**src/rtl/irq_ctrl.sv**
```systemverilog
// irq_ctrl: single-level interrupt controller with a small CPU register window.
// Each source passes a two-flop synchronizer and a rising-edge detector that sets
// a pending bit. The lowest-indexed enabled pending source is taken on intack.
// Nesting is not supported. rti returns the controller to IDLE.
//
// Ports:
//   clk, rst_n          clock, asynchronous active-low reset
//   stb, we, addr       IO select, write strobe, word select (0 pending, 1 ctrl/status)
//   data_in, data_out   CPU write data / read data (0 when stb=0)
//   ack                 transfer acknowledge (= stb, zero wait)
//   irq_in              raw interrupt sources, asynchronous to clk
//   intack, rti         CPU interrupt acknowledge / return-from-interrupt pulses
//   irq                 interrupt request to the CPU (combinational)
//
// Build option: define IRQ_CTRL_LEVEL_EN to add a per-source level-mode mask at
// addr 1 bits [31:24]. Without it, every source is edge-mode and those bits read 0.
module irq_ctrl #(
    parameter int unsigned num_src = 8
) (
    input  logic               clk,
    input  logic               rst_n,
    input  logic               stb,
    input  logic               we,
    input  logic               addr,
    input  logic [31:0]        data_in,
    output logic [31:0]        data_out,
    output logic               ack,
    input  logic [num_src-1:0] irq_in,
    input  logic               intack,
    input  logic               rti,
    output logic               irq
);

    localparam int unsigned DATA_W  = 32;
    localparam int unsigned FIELD_W = 8;
    localparam int unsigned ACT_W   = 3;
    localparam int unsigned SET_W   = 2;

    typedef enum logic {IDLE, SERVICE} state_e;

    state_e               state_q, state_d;
    logic [num_src-1:0]   sync1_q, sync2_q, prev_q, edge_q;
    logic [num_src-1:0]   pending_q, pending_d;
    logic [num_src-1:0]   enable_q, enable_d;
    logic [ACT_W-1:0]     active_q, active_d;
    logic [SET_W-1:0]     settle_q;
    logic [num_src-1:0]   req_c, grant_c, clr_c, rise_c;
    logic [ACT_W-1:0]     lowest_c;
    logic                 wr_pend_c, wr_ctrl_c, unused_c;

    assign wr_pend_c = stb && we && !addr;
    assign wr_ctrl_c = stb && we && addr;
    assign unused_c  = ^data_in;

`ifdef IRQ_CTRL_LEVEL_EN
    logic [num_src-1:0] level_q, level_d;

    // Level-mode mask register
    always_comb begin
        level_d = level_q;
        if (wr_ctrl_c) level_d = data_in[24 +: num_src];
    end

    always_ff @(posedge clk or negedge rst_n) begin
        if (!rst_n) level_q <= '0;
        else        level_q <= level_d;
    end
`else
    logic [num_src-1:0] level_q;
    assign level_q = '0;
`endif

    // Edges are suppressed until the synchronizer has refilled after reset, so a
    // source held high through reset does not look like a fresh rising edge.
    assign rise_c = sync2_q & ~prev_q;

    always_ff @(posedge clk or negedge rst_n) begin
        if (!rst_n) begin
            sync1_q  <= '0;
            sync2_q  <= '0;
            prev_q   <= '0;
            edge_q   <= '0;
            settle_q <= '0;
        end else begin
            sync1_q <= irq_in;
            sync2_q <= sync1_q;
            prev_q  <= sync2_q;
            edge_q  <= (settle_q == SET_W'(3)) ? rise_c : '0;
            if (settle_q != SET_W'(3)) settle_q <= settle_q + SET_W'(1);
        end
    end

    // Lowest-indexed enabled pending source: number and one-hot grant
    assign req_c = pending_q & enable_q;

    always_comb begin
        lowest_c = '0;
        grant_c  = '0;
        for (int i = int'(num_src) - 1; i >= 0; i--) begin
            if (req_c[i]) begin
                lowest_c   = ACT_W'(i);
                grant_c    = '0;
                grant_c[i] = 1'b1;
            end
        end
    end

    // Next state, active latch, enable and pending update (new edges beat clears)
    always_comb begin
        state_d  = state_q;
        active_d = active_q;
        enable_d = enable_q;
        clr_c    = '0;
        case (state_q)
            IDLE: begin
                if (intack && (|req_c)) begin
                    state_d  = SERVICE;
                    active_d = lowest_c;
                    clr_c    = grant_c;
                end
            end
            SERVICE: begin
                if (rti) state_d = IDLE;
            end
            default: state_d = IDLE;
        endcase
        if (wr_pend_c) clr_c = clr_c | data_in[num_src-1:0];
        if (wr_ctrl_c) enable_d = data_in[num_src-1:0];
        pending_d = (pending_q & ~clr_c) | edge_q | (level_q & sync2_q);
    end

    always_ff @(posedge clk or negedge rst_n) begin
        if (!rst_n) begin
            state_q   <= IDLE;
            active_q  <= '0;
            enable_q  <= '0;
            pending_q <= '0;
        end else begin
            state_q   <= state_d;
            active_q  <= active_d;
            enable_q  <= enable_d;
            pending_q <= pending_d;
        end
    end

    assign irq = (|req_c) && (state_q == IDLE);
    assign ack = stb;

    // Read multiplexer
    always_comb begin
        data_out = '0;
        if (stb) begin
            if (!addr) begin
                data_out = DATA_W'(pending_q);
            end else begin
                data_out[7:0]   = FIELD_W'(enable_q);
                data_out[10:8]  = active_q;
                data_out[11]    = (state_q == SERVICE);
                data_out[23:16] = FIELD_W'(sync2_q);
                data_out[31:24] = FIELD_W'(level_q);
            end
        end
    end

endmodule

```
**config.mk**
```make
export PLATFORM = sky130hd
export DESIGN_NAME = irq_ctrl
export DESIGN_NICKNAME = d
export VERILOG_FILES = /design/src/rtl/irq_ctrl.sv
export SDC_FILE = /design/constraint.sdc
export NUM_CORES = 1
export LEC_CHECK = 0
export ABC_AREA = 0
export ABC_CLOCK_PERIOD_IN_PS = 1400
export CORE_UTILIZATION = 40
export CTS_BUF_LIST = sky130_fd_sc_hd__clkbuf_16
export DETAILED_ROUTE_END_ITERATION = 10
export PLACE_DENSITY = 0.76
export SYNTH_ARGS = -nofsm -noshare
export SYNTH_HDL_FRONTEND = slang
export SYNTH_SLANG_ARGS = --single-unit
```
**constraint.sdc**
```tcl
create_clock -name clk -period 1.4 [get_ports clk]
set_input_delay 0.14 -clock clk [delete_from_list [all_inputs] [get_ports clk]]
set_output_delay 0.14 -clock clk [all_outputs]
set_load 0.02 [all_outputs]
```
==> flow_summary.toml <==
[yosys]
synthFlopType = "dfrtp_1"
yosysTopAreaCell = "dfrtp_1"
ys_seq_elements = 54
ys_warn_count = 0
yosysSeqAreaShare_pct = 59.8
synthTopCellsByArea = "dfrtp_1, mux2_2, buf_4"
synth-edff-count = 0
synthDominantCellAreaShare_pct = 59.8
synthArstFlopShare_pct = 100
syn_avg_cell_area_um2 = 12.1
syn_area_mm2 = 0.00226
synth.distinct_cells = 35
syn_inst = 186

[cts]
clock_path_buffers = 2
cts_tree = "yes"
clk_pin_slew_ps = 70
cts_made_buffers = 5
h-tree-depth = 2
cts.sinks = 54
clock_latency_ps = 290
cts-root-buf = "clkbuf_16"

[routing]
drt-total-wl_um = 5320
antenna_left = 0
drt-pass1-iter-count = 4
drt-vias-per-instance = 4.99
drt_iter0_drc = 80
vias = 1692
drcViolationCount = 0
wire_per_inst_um = 15.7

[timing]
post-route-min-period_ps = 1560
finalCritPeriodShare_pct = 111
fin_setup_tns_ps = -528
clock.fmax_mhz = 641
fin_ws_ps = -160
rsz0062_at_grt = "true"
fin_skew_ps = 4.07
setup_viol = 8
holdWs_ps = 285
final-hold-violation-count = 0
drv_slew = 0

[critical_path]
cp_max_fo = 5
endpoint = "active_q[0]$_DFFE_PN0P_"
start_kind = "flip-flop"
crit_path_start = "pending_q[1]$_DFF_PN0_"
crit_required_ps = 1580
worstSetupPathType = "flip-flop to flip-flop"
cp.arrival_ps = 1730
reg2regPathDepth = 6
timing.rr.start = "pending_q[1]$_DFF_PN0_"
crit_path_end_kind = "flip-flop"
reg2reg_slack_ps = -160
reg2reg_to = "active_q[0]$_DFFE_PN0P_"

[power_and_ir_drop]
ir_drop_mv = 0.925
power.density_mw_per_mm2 = 1400
p_total_mw = 4.58
power.leakage_nw = 1.53

[place]
io_buffers = 44
preCtsSetupSlack_ps = -386
post-dp-hpwl_um = 3380
place_inst = 323
place_area_mm2 = 0.00298
place_congestion = 0.858

[floorplan]
initial_core_util_pct = 42.9
core_area_mm2 = 0.00527
die_h_um = 77.1
die_area_mm2 = 0.00595
chipWidth_um = 77.1
rows = 26
io_pins = 81

[grt]
grt_antenna_before_repair = 0
grt_pass1_vias = 1762
grt-ovfl-total = 0
grt_max_degree = 55
grt.total_usage_pct = 18.9
grt_pass1_wl_um = 8520

[cells_and_area]
drive_gt1_share_pct = 38.3
final_cell_area_mm2 = 0.00328
post-route-util_pct = 62.3
fin_nets = 316
syn2layout_area_growth_pct = 45.4
fill_cells = 434
fin_cells = 339
diodes = 0

[status]
violations = "setup timing"
status = "finished with violations"

[flow_run]
drv_cap = 0

[worst_hold_path]
hp-class = "primary input to flip-flop"
worst min-delay path by stage:
stage	startpoint	cells past startpoint	to
CTS	irq_in[4]	1	sync1_q[4]$_DFF_PN0_
global route	irq_in[2]	1	sync1_q[2]$_DFF_PN0_
floorplan	rst_n	0	active_q[0]$_DFFE_PN0P_
finish	irq_in[4]	1	sync1_q[4]$_DFF_PN0_
global placement	rst_n	2	sync1_q[5]$_DFF_PN0_
detailed placement	rst_n	2	sync1_q[4]$_DFF_PN0_
final cells by class:
cell class | count | area (um^2) | area share, %
repair buffers | 82 | 733 | 22.3
clock inverters | 3 | 16.3 | 0.495
inverters | 1 | 3.75 | 0.114
flip-flops and latches | 54 | 1350 | 41.2
clock buffers | 5 | 125 | 3.81
well taps | 70 | 87.6 | 2.67
multi-input cells | 124 | 966 | 29.4
placed cells by master (no fill, tap or decap), types with 5 or more instances in the layout:
| master | n |
|---|---|
| clkbuf_16 | 5 |
| clkdlybuf4s50_1 | 20 |
| and3_1 | 12 |
| conb_1 | 12 |
| buf_4 | 24 |
| dfrtp_1 | 53 |
| mux2i_1 | 8 |
| nor2_1 | 10 |
| nor2b_1 | 9 |
| buf_2 | 17 |
| nand2_1 | 20 |
| buf_6 | 9 |
| mux2_2 | 9 |
cell usage after synthesis (all sizes together), types with 2 or more instances:
cell type	count
nor2b	9
nand2	22
mux2i	8
a31o	7
a21oi	5
clkbuf	4
nor3	2
and3b	2
and3	12
nand3	3
a22o	4
mux2	10
dfrtp	54
nor2	11
buf	14
a22oi	5
power by group:
group / internal [mW] / switching, mW / leakage (nW)
clock network: 0.654 / 0.540 / 0.0672
logic: 0.767 / 0.743 / 0.841
registers: 1.75 / 0.130 / 0.623
total: 3.17 / 1.41 / 1.53
sequential cells by signal, summed over array words and instances (netlist names), 2 cells and up:
signal	cells
edge_q	8
enable_q	8
active_q	3
prev_q	8
sync2_q	8
settle_q	2
sync1_q	8
pending_q	8
routing by layer:
layer  vias up  routed length, um  global-route usage [%]
met2        53               2700                    31.7
met5         -                  0                       0
li1        793                  -                       -
met3        14                267                    5.24
met1       832               2220                    22.6
met4         0                124                    8.11
critical path: stages (launching register included):
cell      delay [ps]
dfrtp_1          410
buf_4            150
buf_6            120
a22o_4           230
a31oi_4          180
a221oi_4          90
mux2_4           270
kinds of logic after synthesis:
family                     after synthesis  share of synthesized area [%]
muxes                                   18                           8.53
AOI/OAI and AO/OA                       28                           10.0
and+or+nand+nor                         64                           15.1
other                                    1                          0.166
DFF                                     54                           59.8
buffers and inverters                   19                           5.37
adders and majority gates                1                          0.554
xor gates and xnor gates                 1                          0.388
timing repair:
item | CTS | global route
pin swaps | 16 | 17
setup buffers | 3 | 4
cloned | 1 | 0
setup endpoints to repair | 30 | 23
hold endpoints to repair | 54 | 0
resized for setup | 91 | 30
hold buffers | 1 | 0
Power figures use the tool's default switching activity.
